### config.mk
export PLATFORM = sky130hd
export DESIGN_NAME = rr_grant_arb4
export DESIGN_NICKNAME = d
export VERILOG_FILES = /design/src/rtl/rr_grant_arb4.sv
export SDC_FILE = /design/constraint.sdc
export NUM_CORES = 1
export LEC_CHECK = 0
export CAP_MARGIN = 5
export CORE_MARGIN = 5
export CORE_UTILIZATION = 24
export DETAILED_ROUTE_END_ITERATION = 7
export GPL_TIMING_DRIVEN = 1
export PLACE_DENSITY = 0.5
export SLEW_MARGIN = 20
export SYNTH_ARGS = -nofsm -noshare
export SYNTH_HDL_FRONTEND = slang
export SYNTH_SLANG_ARGS = --single-unit
### constraint.sdc
create_clock -name clk -period 3.4 [get_ports clk]
set_input_delay 0.68 -clock clk [delete_from_list [all_inputs] [get_ports clk]]
set_output_delay 0.68 -clock clk [all_outputs]
set_load 0.1 [all_outputs]
### src/rtl/rr_grant_arb4.sv
// Four-requester round-robin arbiter with a bounded hold time per grant.
// Grant is carried internally as a 2-bit code plus enable, then decoded to a registered one-hot vector.
module rr_grant_arb4 #(
    parameter int MAX_HOLD = 8,
    parameter int CNT_W    = 8
) (
    input  logic       clk,
    input  logic       rst,
    input  logic [3:0] req,
    output logic [3:0] gnt,
    output logic [1:0] sel,
    output logic       gnt_vld,
    output logic       gnt_new
);

    typedef enum logic {
        IDLE  = 1'b0,
        GRANT = 1'b1
    } state_t;

    state_t           r_state;
    state_t           w_state_next;
    logic [1:0]       r_ptr;
    logic [1:0]       w_ptr_next;
    logic [CNT_W-1:0] r_hold_cnt;
    logic [CNT_W-1:0] w_hold_cnt_next;
    logic [1:0]       r_sel;
    logic [1:0]       w_sel_next;
    logic             r_vld;
    logic             w_vld_next;
    logic             r_new;
    logic             w_new_next;
    logic [3:0]       r_gnt;
    logic [3:0]       w_gnt_next;

    logic [3:0]       w_owner_oh;
    logic             w_owner_req;
    logic [2:0]       w_pick_idle;
    logic [2:0]       w_pick_rot;
    logic [1:0]       w_rot_start;
    logic             w_hold_ok;

    // Returns {found, index}: first set bit of vec scanning start, start+1, ... mod 4.
    function automatic logic [2:0] pick(input logic [1:0] start, input logic [3:0] vec);
        logic [2:0] res;
        logic [1:0] idx;
        res = 3'b000;
        for (int k = 3; k >= 0; k--) begin
            idx = start + 2'(k);
            if (vec[idx]) begin
                res = {1'b1, idx};
            end
        end
        return res;
    endfunction

    // Owner one-hot (for masking) and the code+enable to one-hot grant decoder.
    generate
        for (genvar gi = 0; gi < 4; gi++) begin : g_decode
            assign w_owner_oh[gi] = (r_sel == 2'(gi));
            assign w_gnt_next[gi] = w_vld_next && (w_sel_next == 2'(gi));
        end
    endgenerate

    assign w_owner_req = |(req & w_owner_oh);
    assign w_rot_start = r_sel + 2'd1;
    assign w_pick_idle = pick(r_ptr, req);
    assign w_pick_rot  = pick(w_rot_start, req & ~w_owner_oh);
    assign w_hold_ok   = (r_hold_cnt < CNT_W'(MAX_HOLD));

    always_comb begin
        w_state_next    = r_state;
        w_ptr_next      = r_ptr;
        w_hold_cnt_next = r_hold_cnt;
        w_sel_next      = r_sel;
        w_vld_next      = r_vld;
        w_new_next      = 1'b0;

        case (r_state)
            IDLE: begin
                w_vld_next = 1'b0;
                if (|req) begin
                    w_state_next    = GRANT;
                    w_sel_next      = w_pick_idle[1:0];
                    w_vld_next      = 1'b1;
                    w_new_next      = 1'b1;
                    w_hold_cnt_next = CNT_W'(1);
                end
            end
            GRANT: begin
                if (w_owner_req && w_hold_ok) begin
                    w_hold_cnt_next = r_hold_cnt + CNT_W'(1);
                end else begin
                    // Release or timeout: priority rotates past the current owner.
                    w_ptr_next = w_rot_start;
                    if (w_pick_rot[2]) begin
                        w_sel_next      = w_pick_rot[1:0];
                        w_new_next      = 1'b1;
                        w_hold_cnt_next = CNT_W'(1);
                    end else if (w_owner_req) begin
                        w_new_next      = 1'b1;
                        w_hold_cnt_next = CNT_W'(1);
                    end else begin
                        w_state_next    = IDLE;
                        w_vld_next      = 1'b0;
                        w_hold_cnt_next = '0;
                    end
                end
            end
            default: begin
                w_state_next    = IDLE;
                w_vld_next      = 1'b0;
                w_hold_cnt_next = '0;
            end
        endcase
    end

    always_ff @(posedge clk) begin
        if (rst) begin
            r_state    <= IDLE;
            r_ptr      <= 2'b00;
            r_hold_cnt <= '0;
            r_sel      <= 2'b00;
            r_vld      <= 1'b0;
            r_new      <= 1'b0;
            r_gnt      <= 4'b0000;
        end else begin
            r_state    <= w_state_next;
            r_ptr      <= w_ptr_next;
            r_hold_cnt <= w_hold_cnt_next;
            r_sel      <= w_sel_next;
            r_vld      <= w_vld_next;
            r_new      <= w_new_next;
            r_gnt      <= w_gnt_next;
        end
    end

    assign gnt     = r_gnt;
    assign sel     = r_sel;
    assign gnt_vld = r_vld;
    assign gnt_new = r_new;

endmodule

==> run summary <==
max-cap violations = 0
clock share of power = 23.8%
Slew @ Worst Pin = 973 ps
Final #Nets = 142
share of synthesized registers carrying an async set or reset = 0%
clock latency on the worst-skew pair = 250 ps
area share of the largest cell type after synthesis = 34.9%
Syn Inst Count = 119
1st-pass router iterations = 4
relative slew slack = 34.9%
Top Layer Used = met3
vias in the first global route = 943
Arr. time, crit path = 2880 ps
peak supply drop = 0.135 mV
Crit. End Element = register
total negative slack = 0 ps
CTS tree = done
DRC errors left = 0
initial antenna violation count = 0
P per Cell Area = 496 mW/mm²
share of the yosys chip area belonging to registers = 34.9%
largest net degree at the start of global routing = 18
Post-synth EDFFs = 0
I/O Pins = 14
Distinct cells, synth = 41
diodes inserted = 0
via count = 904
fin cells = 182
Seq pwr share = 40.1%
Net Sw Frac = 38.1%
Die Span Y = 77.3 µm
Routed Antenna Nets = 0
Core ar. = 0.00438 mm²
post-synthesis register bit count = 19
Startpoint Class = register
Total GRT Usage = 8.76%
crit-path max FO = 17
CTS Sinks = 19
RSZ-0062 raised after global routing = no
CTS Root Cell = clkbuf_8
Vias per Instance = 4.97
fin. max-slew vios = 0
fin crit period = 2730 ps
Hold Crit Class = reg2reg
Logic pwr share = 36.1%
grt total ovfl = 0
initial core utilization = 24.8%
gpl congestion = 0.779
WL met3 = 63 µm
status = completed
Post-Syn Area = 0.00109 mm²
WS Path Type = reg2reg
PortBufs = 13
Yosys Warn Count = 0
Reg clk slew, reported paths = 70 ps
Fin. Hold Viols = 0
Setup Viol. Count Final = 0
Yosys top cell by area = dfxtp_1
Net Sw Power = 0.000245 W
internal power = 0.000397 W
WL per Instance = 13.1 µm
post-DP HPWL = 1850 µm
Clock Skew = 2.42 ps
routed wl met2 = 1190 µm
Gates resized, CTS repair = 0
Placed Cells = 178
Syn Nets = 130
Peak Freq = 0.367 GHz
Die ar. = 0.00598 mm²
Metal-1 WL = 1130 µm
Final period util = 80.2%
Area Growth Syn to Fin = 18.7%
die width = 77.3 µm
CTS buffer count = 3
P_leak = 0.485 nW
share of layout cells above drive strength 1 = 13.8%
H-tree lvl count = 1
most common flop cell mapped by yosys = dfxtp_1
Row Count = 24
synth top area cells = dfxtp_1 (35%), ha_1 (5.7%), nor2_1 (4.8%)
Avg Cell Area, Syn = 9.15 µm²
first-pass GRT wire length = 4370 µm
Detailed Route Iter0 Violations = 68
hold_buf cts = 0
routed wire length = 2390 µm
Req. time, crit path = 3550 ps
post-CTS setup buffer count = 0
Max clock buf depth = 2
-- area by class of cell --
class | instances | area [µm²]
Multi-Input combinational cell | 88 | 652
Tap cell | 52 | 65.1
Clock inverter | 1 | 5.00
Fill cell | 467 | 3090
Clock buffer | 3 | 41.3
Inverter | 5 | 18.8
Sequential cell | 19 | 380
Timing Repair Buffer | 14 | 130
-- per-stage QoR --
step	utilization, %	hold slack, ps	total power, W	setup slack, ps	instance area [µm²]
floorplan	-	431	0.000447	307	1090
global placement	28.4	449	0.000495	510	1250
detailed placement	28.4	448	0.000495	489	1250
CTS	29.5	468	0.000653	658	1290
global route	29.5	495	0.000685	491	1290
finish	29.5	468	0.000642	673	1290
-- logic make-up (layout without fill, tap and decap cells) --
group	Yosys count	in the layout	synth area share [%]
buf+inv	12	23	5.17
fa+ha+maj	5	5	5.75
flops	19	19	34.9
mux	5	5	4.83
compound gates	31	31	23.6
simple gates	47	47	25.7
-- cells in the mapped netlist, types with 3 or more instances --
cell type  instances
dfxtp_1           19
nand2_1            4
and2_1             4
ha_1               5
nor3_1             3
inv_1              5
nand2b_1           4
nor3b_1            3
and4_1             3
nor2_1            14
a21oi_1            9
mux2i_1            3
a211oi_1           3
buf_2              3
o21ai_0            3
-- critical path, stage by stage (launching register included) --
cell and delay, ps:
dfxtp_1 700, inv_1 190, ha_1 280, a22oi_2 310, a211oi_4 140, or3_1 430, a311o_1 380, and4_1 200
-- worst paths after layout --
kind                                    start       endpoint  slack [ps]  cells past startpoint
worst max-delay path                   sel[0]         gnt[1]         670                      7
worst min-delay path            r_hold_cnt[7]  r_hold_cnt[7]         470                      1
worst max register to register         sel[0]         gnt[1]         670                      7
worst min register to register  r_hold_cnt[7]  r_hold_cnt[7]         470                      1
-- sequential cells by signal, indices dropped and copies added (netlist names) --
signal / cells
r_hold_cnt: 8
r_state: 1
r_ptr: 2
sel: 2
gnt_vld: 1
gnt: 4
gnt_new: 1
-- power groups by stage --
stage | clock (W) | combinational, W | sequential [W]
finish | 0.000153 | 0.000231 | 0.000257
CTS | 0.000162 | 0.000234 | 0.000257
global route | 0.000173 | 0.000252 | 0.000260
floorplan | 0 | 0.000119 | 0.000328
global placement | 0 | 0.000232 | 0.000262
detailed placement | 0 | 0.000233 | 0.000262
-- layout by cell type, fill, tap and decap left out, drive strengths merged, types with 4 or more instances in the layout --
cell / Yosys / routed
buf: 5 / 4
nor2: 14 / 14
inv: 5 / 5
a21oi: 9 / 9
a22oi: 4 / 4
and2: 4 / 4
nand2b: 4 / 4
a211oi: 4 / 4
nand2: 4 / 4
ha: 5 / 5
dfxtp: 19 / 19
clkdlybuf4s50: 0 / 10
-- metal layers --
layer	vias to the layer above	track usage (%)
li1	466	-
met1	428	11.3
met2	10	14.3
met3	0	1.62
met4	0	3.61
met5	-	0
Note: power is estimated with default switching activity, not from simulation.
